[config.mk]
export PLATFORM = sky130hd
export DESIGN_NAME = hazard_ctrl
export DESIGN_NICKNAME = d
export VERILOG_FILES = /design/src/rtl/hazard_ctrl.sv
export SDC_FILE = /design/constraint.sdc
export NUM_CORES = 1
export LEC_CHECK = 0
export BUFFER_PORTS_ARGS = -buffer_cell sky130_fd_sc_hd__buf_4
export CAP_MARGIN = 10
export CELL_PAD_IN_SITES_DETAIL_PLACEMENT = 0
export CELL_PAD_IN_SITES_GLOBAL_PLACEMENT = 1
export CORE_MARGIN = 2
export CORE_UTILIZATION = 39
export DETAILED_ROUTE_END_ITERATION = 6
export GPL_ROUTABILITY_DRIVEN = 0
export GPL_TIMING_DRIVEN = 0
export PLACE_DENSITY = 0.9
export SETUP_SLACK_MARGIN = 0.15
export SLEW_MARGIN = 5
export SYNTH_ARGS = -nofsm -noshare
export SYNTH_HDL_FRONTEND = slang
export SYNTH_SLANG_ARGS = --single-unit
[constraint.sdc]
create_clock -name Clk -period 5.25 [get_ports Clk]
set_clock_uncertainty 0.15 [all_clocks]
set_input_delay 1.575 -clock Clk [delete_from_list [all_inputs] [get_ports Clk]]
set_output_delay 1.575 -clock Clk [all_outputs]
set_load 0.005 [all_outputs]
[src/rtl/hazard_ctrl.sv]
// rtl/hazard_ctrl.sv - pipeline hazard control: load-use and HI/LO stalls, branch flushes, mult/div busy tracking
module hazard_ctrl #(
  parameter int MULDIV_LAT = 32
) (
  input  logic        Clk,
  input  logic        Rst,
  input  logic        MemRead_EX,
  input  logic [4:0]  Rt_EX,
  input  logic [4:0]  Rs_ID,
  input  logic [4:0]  Rt_ID,
  input  logic        UsesRt_ID,
  input  logic        HiLoRead_ID,
  input  logic        MulDiv_EX,
  input  logic        BranchTaken_MEM,
  output logic        PCWrite,
  output logic        IFID_Write,
  output logic        IDEX_Bubble,
  output logic        IFID_Flush,
  output logic        IDEX_Flush,
  output logic        EXMEM_Flush,
  output logic        MulDivBusy,
  output logic [15:0] StallCycles
);

  localparam logic [5:0] LAT = 6'(MULDIV_LAT);

  typedef enum logic {IDLE, BUSY} state_t;

  state_t     state;
  logic [5:0] md_cnt;
  logic [5:0] md_cnt_next;
  logic       md_start;
  logic       lu;
  logic       hl;
  logic       stall;

  always_ff @(posedge Clk) begin
    if (Rst) begin
      md_cnt      <= 6'd0;
      StallCycles <= 16'd0;
    end else begin
      md_cnt <= md_cnt_next;
      if (stall && StallCycles != 16'hFFFF)
        StallCycles <= StallCycles + 16'd1;
    end
  end

  always_comb begin
    state       = (md_cnt != 6'd0) ? BUSY : IDLE;
    md_start    = MulDiv_EX && !BranchTaken_MEM;
    md_cnt_next = md_cnt;
    // A new mult/div restarts the count even while the unit is still busy
    if (md_start)
      md_cnt_next = LAT;
    else if (state == BUSY)
      md_cnt_next = md_cnt - 6'd1;

    lu = MemRead_EX && (Rt_EX != 5'd0) &&
         ((Rt_EX == Rs_ID) || (UsesRt_ID && (Rt_EX == Rt_ID)));
    hl = HiLoRead_ID && ((state == BUSY) || md_start);
    stall = (lu || hl) && !BranchTaken_MEM;

    PCWrite     = 1'b1;
    IFID_Write  = 1'b1;
    IDEX_Bubble = 1'b0;
    IFID_Flush  = 1'b0;
    IDEX_Flush  = 1'b0;
    EXMEM_Flush = 1'b0;
    if (Rst) begin
      PCWrite     = 1'b0;
      IFID_Write  = 1'b0;
      IDEX_Bubble = 1'b1;
    end else if (BranchTaken_MEM) begin
      IFID_Flush  = 1'b1;
      IDEX_Flush  = 1'b1;
      EXMEM_Flush = 1'b1;
    end else if (stall) begin
      PCWrite     = 1'b0;
      IFID_Write  = 1'b0;
      IDEX_Bubble = 1'b1;
    end
  end

  assign MulDivBusy = (state == BUSY);

endmodule
==> run metrics, run 1 <==
Worst VDD drop=around 0.17 mV; max incr delay on CP=0.51 ns; Fin. Hold Viols=0; Mean Syn Cell Area=8.529 µm²; Synth Cell Area=~1300 µm²; Cell Pwr Density=265.5 nW/µm²; synth unique cells=38; fraction of layout cells with a size suffix above 1=32.52%; fmax=0.2036 GHz; P_int=314.0 µW; Setup Buffers After CTS=0; Synth Register Bits=22; Setup TNS Final=0 ns; core area=3337 µm²; Net Sw Power=157.2 µW; largest net degree at the start of global routing=13; status=finished, final reports clean; CP endpoint kind=primary output; Longest Clk Path Bufs=2; Period Utilization, post-route=93.57%; commonest cells after routing, fill and taps aside=buf_4, dfxtp_1, xnor2_1, nand2_1, nor2_1; Max Cap Violations=0; Hold Path Class=register to register; Combinational Power Share=between 30% and 40%; unrepaired setup endpoints after global routing=false; IO Pins=45; num rows=21; met3 WL=121 µm; CP dominant cell by count=buf_4; critical path type=primary input to primary output; Num CTS Buffers=3; Crit Path Max Fanout=10; DIE AREA=3941 µm²; Tot GR Track Use=between 10% and 20%; Root Driver=clkbuf_4; routed len/inst=13.02 µm; Pwr Total=471.1 µW; synth warn=0; Die Wd=roughly 63 µm; Critical Path Start Type=primary input; Pins Over Slew Limit=0; Syn Inst Count=158; H-tree depth=1; # nets final=232; Vias/cell=5.095; setup ws final=0.3378 ns; switching share of power=33.36%; DRT iter0 DRCs=28; residual DRC count=0; vias in the first global route=1,295; CP max-delay cell=or4_1; Top Layer Used=met4; clock edge transition at the registers on the reported setup and hold paths=0.11 ns; commonest non-fill, non-tap cell in the layout=buf_4; first-pass GRT wire length=5699 µm; Post-DP HPWL=around 2700 µm; Layout area overhead=31.66%; vias=1,284; CTS sink count=22; syn_nets=183; remaining antenna violation count after routing=0; fin crit period=4.912 ns; CTS tree=yes; proportion of power drawn by the clock network=19.5%; Initial DRT Pass Iterations=4; Initial Utilization=between 40% and 50%; met2 wire len=1847 µm; CP Data Required Time=3.53 ns; Filler Cells Inserted=331; CP arrival=3.19 ns; initial antenna violation count=0; Met1 Routed Length=1294 µm; # diodes=0; Rel. slew slack=62.48%; LEAKAGE=around 0.73 nW; DIE HEIGHT=62.78 µm; pre-CTS setup slack=0.2041 ns; Seq pwr share=42.7%; slew of the pin with the lowest slew margin=0.5628 ns; Util after Layout=53.17%; Final setup viols=0; register area share after synthesis=roughly a third; critical path cell sequence=buf_4 -> or4_1 -> o21ai_1 -> o21a_1 -> clkbuf_2 -> nor2b_2 -> buf_4 -> buf_4; DRT Wirelength=~3300 µm; IO Port Bufs=44; Skew-Pair Late Insertion Delay=0.31 ns; Overflow after GRT=0
## critical path, delay by kind of cell
family | cells | cell delay (ns)
AO/OA/AOI/OAI | 2 | 0.36
buffers and inverters | 4 | 0.53
AND/OR/NAND/NOR | 2 | 0.72
## power groups by stage
stage | Clock (mW) | Combinational, mW | Sequential, mW
floorplan | 0 | 0.123 | 0.201
global placement | 0 | 0.168 | 0.203
detailed placement | 0 | 0.179 | 0.205
CTS | 0.0957 | 0.181 | 0.201
global route | 0.102 | 0.199 | 0.203
finish | 0.0918 | 0.178 | 0.201
## state kept, by name, indices dropped and copies added (netlist names)
signal	flops
md_cnt	6
StallCycles	16
## routing by layer
| layer | vias up | global-route usage (%) |
|---|---|---|
| li1 | 649 | - |
| met1 | 612 | 19.73 |
| met2 | 19 | 34.54 |
| met3 | 4 | 4.505 |
| met4 | 0 | 1.944 |
| met5 | - | 0 |
## cell families (layout without fill, tap and decap cells)
logic type | count (synthesis) | count (layout) | synth area share [%]
compound gates | 27 | 27 | 14.48
xor+xnor | 18 | 18 | 11.70
fa+ha+maj | 3 | 3 | 2.786
buf+inv | 13 | 61 | 5.663
flops | 22 | 22 | 32.68
mux | 4 | 4 | 3.807
simple gates | 71 | 71 | 28.88
## what timing repair did
item,CTS,global route
setup endpoints to repair,0,3
hold buffers,0,0
gates resized for setup,0,2
## area by class of cell
| type | count | area [µm²] | share of cell area (%) |
|---|---|---|---|
| Clock buffer | 4 | 36.28 | 2.045 |
| Buffer | 9 | 61.31 | 3.456 |
| Sequential cell | 22 | 440.4 | 24.82 |
| Timing Repair Buffer | 44 | 330.3 | 18.62 |
| Multi-Input combinational cell | 123 | 833.3 | 46.97 |
| Inverter | 4 | 15.01 | 0.8463 |
| Tap cell | 46 | 57.56 | 3.244 |
## path summary, 6_finish.rpt
check / start / to / slack (ns) / depth (start not counted)
max: Rt_EX[1] / PCWrite / 0.34 / 8
min: StallCycles[8] / StallCycles[8] / 0.37 / 2
max reg2reg: md_cnt[2] / StallCycles[7] / 3.02 / 7
min reg2reg: StallCycles[8] / StallCycles[8] / 0.37 / 2
## cells in the mapped netlist
cell      count  area (µm²)
a211oi_1      1       7.510
a21oi_1      11       55.05
a32oi_2       1       16.27
and3_1        4       25.02
and3_4        1       11.26
and4_1        1       8.760
and4_4        1       11.26
buf_4         3       22.52
buf_6         2       22.52
clkbuf_1      3       11.26
clkbuf_2      1       5.000
dfxtp_1      22       440.4
ha_1          3       37.54
inv_1         4       15.01
mux2_2        1       11.26
mux2_4        2       30.03
mux2i_1       1       10.01
nand2_1      13       48.80
nand2_2       1       6.260
nand2b_1      3       18.77
nand3_1       9       45.04
nand4_1       1       6.260
nor2_1       13       48.80
nor2_2        1       6.260
nor2b_1       7       43.79
nor3_1        3       15.01
nor3_2        1       10.01
o21a_1        1       7.510
o21ai_0       7       35.03
o221ai_2      1       15.01
o22a_1        1       8.760
o31ai_1       3       22.52
o41ai_4       1       27.53
or3_1         8       50.05
or3_4         1       11.26
or4_1         3       22.52
xnor2_1      13       113.9
xor2_1        5       43.79
## metrics by stage
step	hold slack, ns	cell area (µm²)	cells
floorplan	0.3267	1348	158
global route	0.3958	1774	252
CTS	0.3768	1772	252
finish	0.3746	1774	252
detailed placement	0.3577	1735	248
global placement	0.3357	1735	248
(Power assumes the default switching activity.)
==> run 2: changes to the inputs <==
--- a/config.mk
+++ b/config.mk
@@ -14,5 +14,4 @@
 export DETAILED_ROUTE_END_ITERATION = 6
 export GPL_ROUTABILITY_DRIVEN = 0
-export GPL_TIMING_DRIVEN = 0
 export PLACE_DENSITY = 0.9
 export SETUP_SLACK_MARGIN = 0.15
==> constraint.sdc (replaced) <==
create_clock -name Clk -period 5.25 [get_ports Clk]
set_clock_uncertainty 0.15 [all_clocks]
set_input_delay 1.3125 -clock Clk [delete_from_list [all_inputs] [get_ports Clk]]
set_output_delay 1.3125 -clock Clk [all_outputs]
set_load 0.005 [all_outputs]
==> run 2 against run 1 <==
Compared with the run above:
- sequential power barely moved
- worst setup slack better by 0.47 ns
- final area down 4.4%
- critical path depth down 1
- highest routed layer unchanged
- critical endpoint is now IDEX_Bubble
- sequential cell count did not move
- critical path type unchanged
- total power down 6.2%
- via count is 4.3% lower
- die area is the same
- largest power group unchanged
==> run metrics, run 2 (synthesis gave the netlist of run 1 again) <==
Num CTS Buffers=3 (unchanged); CTS tree=yes; # nets final=223 (-3.9%); DRT iter0 DRCs=21 (-25%); slew of the pin with the lowest slew margin=0.3470 ns (-0.2158 ns); Critical Path Start Type=primary input; DIE AREA=3941 µm² (unchanged); H-tree depth=1 (unchanged); Overflow after GRT=0 (unchanged); Die Wd=62.78 µm (unchanged); remaining antenna violation count after routing=0 (unchanged); Largest register FFs=16 (unchanged); fin area=1697 µm² (-4.4%); Post-CTS Resized=0 (unchanged); Worst VDD drop=0.09410 mV (-44%); Post-DP HPWL=2374 µm (-12%); # diodes=0 (unchanged); Final setup viols=0 (unchanged); Skew-Pair Late Insertion Delay=0.31 ns (about the same); Period Utilization, post-route=84.59% (-9.0 points); CTS sink count=22 (unchanged); first-pass GRT wire length=5347 µm (-6.2%); biggest regs=StallCycles (16), md_cnt (6); min-delay src=StallCycles[15]; register bank with the most flops=StallCycles; unrepaired setup endpoints after global routing=false; R2R depth=8 (+1); status=finished, final reports clean; clock edge transition at the registers on the reported setup and hold paths=0.11 ns (about the same); DIE HEIGHT=62.78 µm (unchanged); Worst Path Buf+Inv=3 (-1); routed len/inst=12.47 µm (-4.2%); Root Driver=clkbuf_4; Crit Path Max Fanout=11 (+1); fraction of layout cells with a size suffix above 1=30.10% (-2.4 points); met3 Use GR=3.784% (-0.72 points); initial antenna violation count=0 (unchanged); worst hold path endpoint=StallCycles[15]; commonest non-fill, non-tap cell in the layout=buf_4; Setup Buffers After CTS=0 (unchanged); largest net degree at the start of global routing=24 (+11); Cell Pwr Density=260.4 nW/µm² (-1.9%); RR Endpoint=StallCycles[13]; hold-fix buffer count after cts=0 (unchanged); Longest Clk Path Bufs=2 (unchanged); Filler Cells Inserted=339 (+2.4%); LEAKAGE=0.6829 nW (-6.0%); commonest cells after routing, fill and taps aside=buf_4, dfxtp_1, xnor2_1, nand2_1, nor2_1; CP endpoint kind=primary output; IO Pins=45 (unchanged); IO Port Bufs=44 (unchanged); placed inst area=1674 µm² (-3.5%); num rows=21 (unchanged); Pins Over Slew Limit=0 (unchanged); number of cells on the worst hold path=2 (unchanged); busiest grt layer=met2; Vias/cell=5.079 (-0.33%); vias in the first global route=1,287 (-0.62%); critical path cell sequence=buf_4 -> or4_1 -> o21ai_0 -> o21a_1 -> nor2b_1 -> inv_1 -> buf_4; flop2flop setup slack=2.92 ns (-0.10 ns); residual DRC count=0 (unchanged); core area=3337 µm² (unchanged); Setup TNS Final=0 ns (unchanged); fin crit period=4.441 ns (-0.4713 ns); CP dominant cell by count=buf_4; fmax=0.2252 GHz (+11%); reg2reg start=md_cnt[0]; CP max-delay cell=or4_1; max incr delay on CP=0.52 ns (about the same); Tot GR Track Use=16.54% (-1.2 points); Initial Utilization=40.38% (unchanged); Initial DRT Pass Iterations=4 (unchanged); critical path type=primary input to primary output; met2 Usage GRT=32.80% (-1.7 points); met1 Usage GRT=16.91% (-2.8 points); Rel. slew slack=76.78% (+14 points); Layout area overhead=25.91%; Min Hold Slack=0.3638 ns (-0.01085 ns); Max Cap Violations=0 (unchanged); Hold Path Class=register to register; CP Data Required Time=3.79 ns (+0.26 ns); CP arrival=2.98 ns (-0.21 ns); Fin. Hold Viols=0 (unchanged); vias=1,229 (-4.3%); DRT Wirelength=3018 µm (-8.0%); delay-heaviest family, CP=simple AND/OR/NAND/NOR gates
## run 2: stage by stage
step                      utilization (%)  std cells  worst slack, ns  total power [mW]
after global placement              50.17        239           0.8160            0.3613
after global routing                50.84        242           0.6438            0.4739
after CTS                           50.84        242           0.7878            0.4477
after detailed placement            50.17        239           0.7948            0.3715
final                               50.84        242           0.8091            0.4418
after floorplan                         -        158            1.063            0.3242
## run 2: cell type report
cell class | count | area (µm²) | share of cell area [%]
multi-input cells | 123 | 830.8 | 48.97
flip-flops and latches | 22 | 440.4 | 25.96
clock buffers | 3 | 22.52 | 1.327
inverters | 4 | 15.01 | 0.8850
repair buffers | 44 | 330.3 | 19.47
well taps | 46 | 57.56 | 3.392
## run 2: how the worst max path moves through the flow
stage                         from          end  cells past startpoint
after floorplan           Rt_EX[1]      PCWrite                      6
after global placement    Rt_EX[1]  IDEX_Bubble                      7
after detailed placement  Rt_EX[1]  IDEX_Bubble                      7
after CTS                 Rt_EX[1]  IDEX_Bubble                      7
after global routing      Rt_EX[1]  IDEX_Bubble                      7
final                     Rt_EX[1]  IDEX_Bubble                      7
## run 2: layer usage
layer / share of wire [%] / up-vias
met5: 0 / -
met4: 1.4 / 0
met3: 3.0 / 5
met2: 54 / 15
met1: 42 / 580
li1: - / 629
## run 2: where the power goes
part,total [mW],switching (mW),internal (mW)
Sequential,0.201,0.0173,0.183
Combinational,0.165,0.0840,0.0814
Clock,0.0757,0.0488,0.0268
## run 2: worst reg2reg max path: cells and delay by family, from the launching register on
kind                       cells  cell delay [ns]
AOI/OAI and AO/OA              3             0.52
adders and majority gates      1             0.20
and+or+nand+nor                2             0.79
buffers and inverters          2             0.19
DFF                            1             0.40
